<file path="src/rtl/alu_secuenciador_pkg.sv">
// Shared state encoding and LED decode for the ALU operand-entry sequencer.
package alu_secuenciador_pkg;

  typedef enum logic [1:0] {CARGA_A, CARGA_B, CARGA_OP, MOSTRAR} estado_t;

  localparam logic [3:0] LED_CARGA_A  = 4'b0001;
  localparam logic [3:0] LED_CARGA_B  = 4'b0010;
  localparam logic [3:0] LED_CARGA_OP = 4'b0100;
  localparam logic [3:0] LED_MOSTRAR  = 4'b1000;

  function automatic logic [3:0] leds_de(input estado_t e);
    logic [3:0] r;
    r = LED_CARGA_A;
    case (e)
      CARGA_A:  r = LED_CARGA_A;
      CARGA_B:  r = LED_CARGA_B;
      CARGA_OP: r = LED_CARGA_OP;
      MOSTRAR:  r = LED_MOSTRAR;
      default:  r = LED_CARGA_A;
    endcase
    return r;
  endfunction

endpackage

</file>
<file path="src/rtl/antirrebote.sv">
// Push-button conditioner: 2-flop synchronizer, debounce filter and a
// one-cycle pulse on each accepted press.
module antirrebote #(
  parameter int DEBOUNCE_CYCLES = 16
) (
  input  logic clk,
  input  logic rst_n,
  input  logic boton,
  output logic pulso
);

  localparam int CW = $clog2(DEBOUNCE_CYCLES + 1);
  localparam logic [CW-1:0] CNT_MAX = CW'(DEBOUNCE_CYCLES - 1);

  logic          boton_p0, boton_p1;
  logic          nivel, nivel_p2;
  logic [CW-1:0] cnt;

  // Stage p0/p1: metastability synchronizer
  always_ff @(posedge clk or negedge rst_n) begin
    if (!rst_n) begin
      boton_p0 <= 1'b0;
      boton_p1 <= 1'b0;
    end else begin
      boton_p0 <= boton;
      boton_p1 <= boton_p0;
    end
  end

  // Debounce: the level flips on the DEBOUNCE_CYCLES-th consecutive mismatch,
  // so the counter tops out at DEBOUNCE_CYCLES-1 and cannot overflow.
  always_ff @(posedge clk or negedge rst_n) begin
    if (!rst_n) begin
      nivel <= 1'b0;
      cnt   <= '0;
    end else if (boton_p1 == nivel) begin
      cnt <= '0;
    end else if (cnt == CNT_MAX) begin
      nivel <= boton_p1;
      cnt   <= '0;
    end else begin
      cnt <= cnt + 1'b1;
    end
  end

  // Stage p2: previous level for rising-edge detection
  always_ff @(posedge clk or negedge rst_n) begin
    if (!rst_n) nivel_p2 <= 1'b0;
    else        nivel_p2 <= nivel;
  end

  assign pulso = nivel & ~nivel_p2;

endmodule

</file>
<file path="src/rtl/alu_secuenciador_entrada.sv">
// Operand-entry sequencer: loads A, B and the opcode from one switch bank on
// successive debounced button presses and flags the set valid once complete.
module alu_secuenciador_entrada
  import alu_secuenciador_pkg::*;
#(
  parameter int N               = 4,
  parameter int DEBOUNCE_CYCLES = 16
) (
  input  logic         clk,
  input  logic         rst_n,
  input  logic [N-1:0] interruptores,
  input  logic         boton,
  output logic [N-1:0] entrada1,
  output logic [N-1:0] entrada2,
  output logic [3:0]   selector,
  output logic         valido,
  output logic [3:0]   estado_leds
);

  logic [N-1:0] sw_p0, sw_p1;
  logic         pulso;
  estado_t      estado, estado_sig;
  logic         carga_a, carga_b, carga_op;

  // Stage p0/p1: switch bank synchronizer
  always_ff @(posedge clk or negedge rst_n) begin
    if (!rst_n) begin
      sw_p0 <= '0;
      sw_p1 <= '0;
    end else begin
      sw_p0 <= interruptores;
      sw_p1 <= sw_p0;
    end
  end

  antirrebote #(
    .DEBOUNCE_CYCLES(DEBOUNCE_CYCLES)
  ) u_antirrebote (
    .clk  (clk),
    .rst_n(rst_n),
    .boton(boton),
    .pulso(pulso)
  );

  // LEDs and valido are registered from the next state so they never glitch.
  always_ff @(posedge clk or negedge rst_n) begin
    if (!rst_n) begin
      estado      <= CARGA_A;
      estado_leds <= LED_CARGA_A;
      valido      <= 1'b0;
    end else begin
      estado      <= estado_sig;
      estado_leds <= leds_de(estado_sig);
      valido      <= (estado_sig == MOSTRAR);
    end
  end

  always_comb begin
    estado_sig = estado;
    carga_a    = 1'b0;
    carga_b    = 1'b0;
    carga_op   = 1'b0;
    if (pulso) begin
      case (estado)
        CARGA_A:  begin carga_a  = 1'b1; estado_sig = CARGA_B;  end
        CARGA_B:  begin carga_b  = 1'b1; estado_sig = CARGA_OP; end
        CARGA_OP: begin carga_op = 1'b1; estado_sig = MOSTRAR;  end
        MOSTRAR:  estado_sig = CARGA_A;
        default:  estado_sig = CARGA_A;
      endcase
    end
  end

  // Unwritten registers hold, keeping the last result on the ALU while stale.
  always_ff @(posedge clk or negedge rst_n) begin
    if (!rst_n) begin
      entrada1 <= '0;
      entrada2 <= '0;
      selector <= '0;
    end else begin
      if (carga_a)  entrada1 <= sw_p1;
      if (carga_b)  entrada2 <= sw_p1;
      if (carga_op) selector <= sw_p1[3:0];
    end
  end

endmodule

</file>
<file path="config.mk">
export PLATFORM = sky130hd
export DESIGN_NAME = alu_secuenciador_entrada
export DESIGN_NICKNAME = d
export VERILOG_FILES = /design/src/rtl/alu_secuenciador_pkg.sv /design/src/rtl/antirrebote.sv /design/src/rtl/alu_secuenciador_entrada.sv
export SDC_FILE = /design/constraint.sdc
export NUM_CORES = 1
export LEC_CHECK = 0
export ABC_AREA = 0
export ABC_CLOCK_PERIOD_IN_PS = 2850
export CORE_MARGIN = 2
export CORE_UTILIZATION = 35
export CTS_BUF_LIST = sky130_fd_sc_hd__clkbuf_8
export CTS_CLUSTER_DIAMETER = 60
export DETAILED_ROUTE_END_ITERATION = 7
export GPL_TIMING_DRIVEN = 1
export PLACE_DENSITY_LB_ADDON = 0.15
export SLEW_MARGIN = 15
export SYNTH_ARGS = -nofsm -noshare
export SYNTH_HDL_FRONTEND = slang
export SYNTH_HIERARCHICAL = 1
export SYNTH_SLANG_ARGS = --single-unit
export TNS_END_PERCENT = 50
</file>
<file path="constraint.sdc">
create_clock -name clk -period 2.85 [get_ports clk]
set_input_delay 0.285 -clock clk [delete_from_list [all_inputs] [get_ports clk]]
set_output_delay 0.285 -clock clk [all_outputs]
set_load 0.005 [all_outputs]
</file>
## Word-level counts from Yosys, hierarchy flattened

Cells that the tools add are included.

| storage, ports and cells | value |
|---|---|
| output and inout port bits | 17 |
| flip-flop bits (word level) | 36 |

| cells by class | value |
|---|---|
| equal/unequal tests | 8 |
| reduce and logical (&&, ||, !) cells | 3 |
| muxes and demuxes | 11 |
| bitwise logic cells | 3 |
| add/sub/neg operators | 1 |

Operator list:

| kind | count |
|---|---|
| one-hot mux 4 bit (4 select lines) | 1 |
| 2-to-1 mux 5 bit | 2 |
| == test 2 bit, second input constant | 4 |
| one-hot mux 2 bit (4 select lines) | 1 |
| 2-to-1 mux 1 bit | 6 |
| adder 5 x 1 -> 5 bit, second input constant | 1 |
| == test 5 x 4 -> 1 bit, second input constant | 1 |
| == test 2 x 1 -> 1 bit, second input constant | 2 |
| logical NOT 2 bit | 2 |
| 2-to-1 mux 2 bit | 1 |
| NOT 1 bit | 2 |
| AND reduction 2 bit | 1 |
| bitwise AND 1 bit | 1 |
| == test 1 bit | 1 |

## Depth between registers and ports, before layout

Gate-level depths: netlist of the first run.

| depth | value |
|---|---|
| depth after elaboration | 5 |
| gate-level depth with buffers | 4 |
| mapped depth without buffers | 4 |

## Modules after synthesis

The synthesis of the first run kept the hierarchy.

By module, submodules not included:

| module | area each (um^2) | cells an instance | times used |
|---|---|---|---|
| alu_secuenciador_entrada | 1002.2 | 61 | 1 |
| antirrebote | 339.1 | 25 | 1 |

## Worst setup path before layout of the first run

Ideal clock, no wire load.

| path | value |
|---|---|
| path kind | reg-to-reg |
| start | reg estado[0] |
| end | reg estado_leds[2] |
| required time | 2.768 ns |
| setup time | 0.082 ns |
| setup slack | 1.620 ns |
| data arrival time | 1.148 ns |
| stages on the path, launching flop included | 5 |
| path through | dfrtp_1 -> inv_1 -> ha_1 -> or2_2 -> o22ai_1 |

| between the ends | value |
|---|---|
| word-level cells in the longest chain between the ends | 5 |

Ends and longest elaborated chain:

| item | RTL line | source |
|---|---|---|
| start: declaration | alu_secuenciador_entrada.sv:22 | `estado_t estado, estado_sig;` |
| start signal: assignment | alu_secuenciador_entrada.sv:52 | `estado <= estado_sig;` |
| == test 2 bit (tied with other cells) | alu_secuenciador_entrada.sv:64 | `case (estado)` |
| one-hot mux 2 bit (4 select lines) | alu_secuenciador_entrada.sv:64 |  |
| 2-to-1 mux 2 bit (*) | alu_secuenciador_entrada.sv:63 | `if (pulso) begin` |
| == test 2 bit (tied with other cells) | alu_secuenciador_pkg.sv:14 | `case (e)` |
| one-hot mux 4 bit (4 select lines) (*) | alu_secuenciador_pkg.sv:14 |  |
| end signal: assignment | alu_secuenciador_entrada.sv:53 | `estado_leds <= leds_de(estado_sig);` |
| end: declaration | alu_secuenciador_entrada.sv:17 | `output logic [3:0] estado_leds` |

Every way passes the cells marked *; elsewhere a longest branch is shown, timed or not.
A chain may end at the register's enable or synchronous reset.

## Worst setup path in the final report of the first run

| path | value |
|---|---|
| start | reg u_antirrebote.nivel |
| end | reg selector[0] |

| between the ends | value |
|---|---|
| word-level cells in the longest chain between the ends | 2 |

Ends and longest elaborated chain:

| item | RTL line | source |
|---|---|---|
| start: declaration | antirrebote.sv:16 | `logic nivel, nivel_p2;` |
| start signal: assignment | antirrebote.sv:39 | `nivel <= boton_p1;` |
| bitwise AND 1 bit | antirrebote.sv:52 | `assign pulso = nivel & ~nivel_p2;` |
| net pulso | alu_secuenciador_entrada.sv:21 | `logic pulso;` |
| 2-to-1 mux 1 bit | alu_secuenciador_entrada.sv:63 |  |
| end signal: assignment | alu_secuenciador_entrada.sv:83 | `if (carga_op) selector <= sw_p1[3:0];` |
| end: declaration | alu_secuenciador_entrada.sv:15 | `output logic [3:0] selector,` |

The timed path passes the listed nets, and every way through them passes these cells.

==> results.toml, run 1 <==
[critical_path]
rr_endpoint = "selector[0]"
cp_data_arrival_time_ps = 1870
crit_fanout = 9
r2r-start = "u_antirrebote/nivel"
required_ps = 3010
endpoint_kind = "flop"
regToRegSetupSlack_ps = 1140
critical_path_class = "reg2reg"
worstSetupStartpointType = "flop"
reg2reg_depth = 3

[sta]
period_needed_ps = 1710
hold_viol = 0
clock_skew_ps = 4.57
slew_headroom = 0.430
fin_crit_sh = 0.600
setup_violations = 0
maxSlewViolCount = 0
worst_pin_slew_ps = 853
fmax_mhz = 585
fin_tns_setup_ps = 0
rsz0062_at_grt = "false"

[clock_network]
cts_sinks = 35
ctsResizeCount = 0
numCtsBuffers = 5
cts_buffer_depth = 2
cts_tree = "yes"
cts_hold_buffers = 0
clkSlewWorstSetupHoldPaths_ps = 60
clock-root-buffer = "clkbuf_8"
post_cts_buffers = 0
clk_latency_ps = 280
htreeDepth = 2

[logic_synthesis]
synth_xor_area_frac = 0.0196
synth_fa_ha_area_frac = 0.0373
syn_area_sq_um = 1340
synthSimpleGateAreaFrac = 0.0914
syn_inst = 86
yosysSeqAreaShare = 0.654
avgSynthCellArea_sq_um = 15.6
ys_ff_latch = 35
synth_compound_area_frac = 0.0326
yosysWarnings = 6
synth_top_family_by_area = "multiplexers"
synth_mux_area_frac = 0.143
synth_nets = 97
synth_cell_types = 24

[grt]
antenna_found_initial = 0
grt_util_met2 = 0.146
met3_usage = 0.0613
grt_pass1_wl_mm = 3.12
busiest_layer = "met2"
grt_overflow = 0
track_usage = 0.106
grt_max_degree = 36
met1_usage = 0.123
grt_pass1_vias = 672

[route]
viasPerCell = 4.38
drc = 0
drt_first_pass_iters = 4
first_iter_violations = 16
via_count = 718
totalWireLength_mm = 1.98
antenna_left = 0
wl_per_cell_microns = 12.1

[cells_and_area]
antenna_cells = 0
finalInstanceArea_sq_um = 1700
multi_input_area_sq_um = 434
regArea_sq_um = 877
final_util = 0.464
drive_gt1_frac = 0.224
final_nets = 126
fillCellCount = 338
area_delta_synth_final_pct = 26.8

[floorplanning]
die_y_microns = 65.9
rows = 22
initial_utilization = 0.366
die_area_sq_um = 4340
fp.dieW_microns = 65.9
ios = 24
core_area_sq_um = 3660

[power_and_ir_drop]
seqPwrFrac = 0.597
p_switching_w = 0.000177
p_int_w = 0.000689
ir_drop_mv = 0.265
power.density_nw_per_um2 = 509
switching_share = 0.204
p_comb_frac = 0.040
power_frac_clock = 0.363
leakage_nw = 0.860

[placed_design]
post-dp-hpwl_mm = 1.40
finalWeightedCongestion = 0.662
dpl_cell_area_sq_um = 1620
io_buffers = 23

[min_path]
min-delay-start = "sw_p0[3]"
whs_path_depth = 0
hold_end = "sw_p1[3]"
hp-class = "reg2reg"

[run]
cap_viol_max_count = 0

[outcome]
status = "finished, final reports clean"
-- final cells by class --
cell class / instances / area share
sequential: 35 / 0.516
multi-input combinational: 46 / 0.255
timing repair buffer: 24 / 0.140
clock buffer: 5 / 0.0405
tap: 48 / 0.0353
clock inverter: 3 / 0.00662
inverter: 3 / 0.00662
-- critical path, stage by stage (launching register included) --
cell and delay (ps):
dfrtp_1 380, nor2b_1 700, nand2_4 170, mux2_4 340
-- layout by cell type (no fill, tap or decap) --
cell             count
dfrtp_1             34
clkdlybuf4s50_1     23
mux2_4              12
nor2_1               6
inv_1                6
clkbuf_8             5
ha_1                 4
nand2_4              3
xor2_1               3
nand2_1              2
nand2b_1             2
o22ai_1              2
o2bb2ai_1            2
a21oi_1              1
or2_2                1
dfstp_2              1
buf_4                1
nand3_2              1
o21ai_2              1
nand3_1              1
nor2_2               1
and2_1               1
nor2b_1              1
and3_1               1
mux2_1               1
-- Yosys cell counts --
| cell type | n | area share |
|---|---|---|
| a21oi_1 | 1 | 0.0037 |
| and2_1 | 1 | 0.0047 |
| and3_1 | 1 | 0.0047 |
| buf_4 | 1 | 0.0056 |
| buf_6 | 1 | 0.0084 |
| dfrtp_1 | 34 | 0.63 |
| dfstp_2 | 1 | 0.020 |
| ha_1 | 4 | 0.037 |
| inv_1 | 3 | 0.0084 |
| mux2_1 | 1 | 0.0084 |
| mux2_4 | 12 | 0.13 |
| nand2_1 | 2 | 0.0056 |
| nand2_4 | 3 | 0.025 |
| nand2b_1 | 2 | 0.0093 |
| nand3_1 | 1 | 0.0037 |
| nand3_2 | 1 | 0.0075 |
| nor2_1 | 6 | 0.017 |
| nor2_2 | 1 | 0.0047 |
| nor2b_1 | 1 | 0.0047 |
| o21ai_2 | 1 | 0.0065 |
| o22ai_1 | 2 | 0.0093 |
| o2bb2ai_1 | 2 | 0.013 |
| or2_2 | 1 | 0.0047 |
| xor2_1 | 3 | 0.020 |
-- through the flow --
stage                     std cells  hold WS [ps]  setup WS, ps  power, W
after floorplan                  86         -10.6          1620  0.000536
after global placement          156           333          1170  0.000561
after detailed placement        156           338          1120  0.000562
after CTS                       164           352          1100  0.000885
after global routing            164           361          1000  0.000907
final                           164           350          1140  0.000866
-- metal layers --
layer | routed length [microns] | up-vias
met4 | 31 | 0
li1 | - | 342
met5 | 0 | -
met2 | 909 | 26
met3 | 150 | 4
met1 | 888 | 346
-- power by group through the flow --
stage               clock network [W]  logic (W)  registers, W
floorplan                           0  0.0000118      0.000525
global placement                    0  0.0000349      0.000526
detailed placement                  0  0.0000356      0.000526
CTS                          0.000332  0.0000357      0.000517
global route                 0.000349  0.0000390      0.000519
finish                       0.000315  0.0000343      0.000517
-- state kept, by name, summed over array words and instances (netlist names) --
name                    flops
entrada1                    4
entrada2                    4
estado                      2
estado_leds                 4
selector                    4
sw_p0                       4
sw_p1                       4
u_antirrebote/boton_p0      1
u_antirrebote/boton_p1      1
u_antirrebote/cnt           5
u_antirrebote/nivel         1
u_antirrebote/nivel_p2      1
-- worst max-delay path by stage --
stage	from	end	slack, ps	cells past startpoint
after CTS	u_antirrebote/nivel	selector[1]	1100	3
after global routing	u_antirrebote/nivel	selector[0]	1000	3
after floorplan	estado[0]	estado_leds[2]	1620	4
final	u_antirrebote/nivel	selector[0]	1140	3
after detailed placement	u_antirrebote/nivel	selector[1]	1120	3
after global placement	u_antirrebote/nivel	selector[3]	1170	3
-- kinds of logic after synthesis --
family | after synthesis
AO/OA/AOI/OAI | 6
multiplexers | 13
adder cells (fa/ha/maj) | 4
buffers and inverters | 5
XOR/XNOR | 3
AND/OR/NAND/NOR | 20
flip-flops | 35
(Power assumes the default switching activity.)
==> run 2: changes to the inputs <==
--- a/config.mk
+++ b/config.mk
@@ -6,7 +6,7 @@
 export NUM_CORES = 1
 export LEC_CHECK = 0
 export ABC_AREA = 0
-export ABC_CLOCK_PERIOD_IN_PS = 2850
+export ABC_CLOCK_PERIOD_IN_PS = 1500
 export CORE_MARGIN = 2
 export CORE_UTILIZATION = 35
 export CTS_BUF_LIST = sky130_fd_sc_hd__clkbuf_8
==> constraint.sdc (replaced) <==
create_clock -name clk -period 1.5 [get_ports clk]
set_input_delay 0.15 -clock clk [delete_from_list [all_inputs] [get_ports clk]]
set_output_delay 0.15 -clock clk [all_outputs]
set_load 0.005 [all_outputs]
==> run 2 against run 1 <==
Critical path depth down 2. Utilization up 0.62 points. Clock skew down 0.76 ps. Clock-buffer cell count up 1. Clock power up 110%. Cell count up 0.61%. Design area up 1.3%. Via count up 1.4%. Die area unchanged. Register-to-register slack worse by 960 ps. Power up 96%.
==> results.toml, run 2 (synthesized netlist as in run 1, its figures left out) <==
[route]
via_count = 728
drt_first_pass_iters = 2
drc = 0
first_iter_violations = 51
totalWireLength_mm = 2.05
antenna_left = 0
viasPerCell = 4.41
wl_per_cell_microns = 12.4

[cells_and_area]
regMostFlops = "u_antirrebote/cnt"
final_common_cell = "dfrtp_1"
finalInstanceArea_sq_um = 1720
largest_register_ffs = 5
final_util = 0.471
fillCellCount = 320
drive_gt1_frac = 0.256
layout_common_cells = "dfrtp_1 (34), clkdlybuf4s50_1 (23), mux2_4 (12), nor2_1 (6), clkbuf_8 (6)"
antenna_cells = 0
area_delta_synth_final_pct = 28.5
final_nets = 128

[grt]
grt_overflow = 0
grt_pass1_vias = 743
grt_pass1_wl_mm = 3.37
grt_max_degree = 15
track_usage = 0.109
antenna_found_initial = 0

[placed_design]
post-dp-hpwl_mm = 1.53
finalWeightedCongestion = 0.729
dpl_cell_area_sq_um = 1640
io_buffers = 23

[floorplanning]
initial_utilization = 0.366
die_y_microns = 65.9
core_area_sq_um = 3660
fp.dieW_microns = 65.9
rows = 22
ios = 24
die_area_sq_um = 4340

[sta]
setup_violations = 0
fin_tns_setup_ps = 0
fin_crit_sh = 0.942
period_needed_ps = 1410
rsz0062_at_grt = "false"
clock_skew_ps = 3.80
worst_pin_slew_ps = 419
hold_viol = 0
fmax_mhz = 708
maxSlewViolCount = 0
slew_headroom = 0.720

[critical_path]
path_buf_inv = 1
required_ps = 1350
crit_chain = "clkdlybuf4s50_1"
worstSetupStartpointType = "flop"
max_stage_delay_ps = 510
crit_fanout = 1
critical_path_class = "reg2out"
regToRegSetupSlack_ps = 180
cp_data_arrival_time_ps = 1260
cpMaxStageDelayCell = "dfstp_2"
crit_family = "flip-flops"
endpoint_kind = "output port"

[clock_network]
htreeDepth = 2
numCtsBuffers = 5
cts_hold_buffers = 0
cts_buffer_depth = 2
clkSlewWorstSetupHoldPaths_ps = 60
ctsResizeCount = 0
clk_latency_ps = 270
post_cts_buffers = 0
cts_tree = "yes"
cts_sinks = 35
clock-root-buffer = "clkbuf_8"

[min_path]
hp-class = "in2async"

[power_and_ir_drop]
power.density_nw_per_um2 = 985
ir_drop_mv = 0.575
leakage_nw = 0.866

[run]
cap_viol_max_count = 0

[outcome]
status = "finished, final reports clean"
[run 2: power breakdown]
| group | switching [W] | internal (W) | total [W] |
|---|---|---|---|
| Combinational | 0.0000337 | 0.0000343 | 0.0000679 |
| Sequential | 0.0000144 | 0.000968 | 0.000983 |
| Clock | 0.000287 | 0.000359 | 0.000646 |
| Total | 0.000335 | 0.00136 | 0.00170 |
[run 2: final timing paths]
path                           startpoint                      to  cells after the start
max                        estado_leds[0]          estado_leds[0]                      1
min                                 rst_n          estado_leds[1]                      1
min reg2reg                      sw_p0[3]                sw_p1[3]                      0
max in group asynchronous           rst_n                sw_p1[1]                      2
min in group clk                    boton  u_antirrebote/boton_p0                      1
max reg2reg                     estado[0]          estado_leds[2]                      4
[run 2: final cells by class]
class,instances,area (sq um),share of cell area
clock buffer,6,82.6,0.0479
clock inverter,1,5.00,0.00290
inverter,3,11.3,0.00654
multi-input combinational,46,434,0.252
sequential,35,877,0.509
tap,48,60.1,0.0349
timing repair buffer,26,253,0.147
[run 2: routing by layer]
| layer | track usage | wire length, microns |
|---|---|---|
| met5 | 0 | 0 |
| met4 | 0.0547 | 14 |
| met3 | 0.0409 | 110 |
| met2 | 0.178 | 1040 |
| met1 | 0.124 | 881 |
[run 2: through the flow]
stage,setup WS [ps],hold slack (ps),total power [W],instances
after detailed placement,207,336,0.00107,158
after global placement,224,334,0.00107,158
final,87.0,181,0.00170,165
after floorplan,270,-146,0.00102,86
after CTS,70.2,190,0.00173,165
after global routing,45.4,217,0.00178,165
==> run 3: changes to the inputs <==
--- a/config.mk
+++ b/config.mk
@@ -7,6 +7,7 @@
 export LEC_CHECK = 0
 export ABC_AREA = 0
 export ABC_CLOCK_PERIOD_IN_PS = 1500
+export CAP_MARGIN = 10
 export CORE_MARGIN = 2
 export CORE_UTILIZATION = 35
 export CTS_BUF_LIST = sky130_fd_sc_hd__clkbuf_8
==> results of run 3 <==
The final DEF is identical to that of run 2; final timing and power are the same.
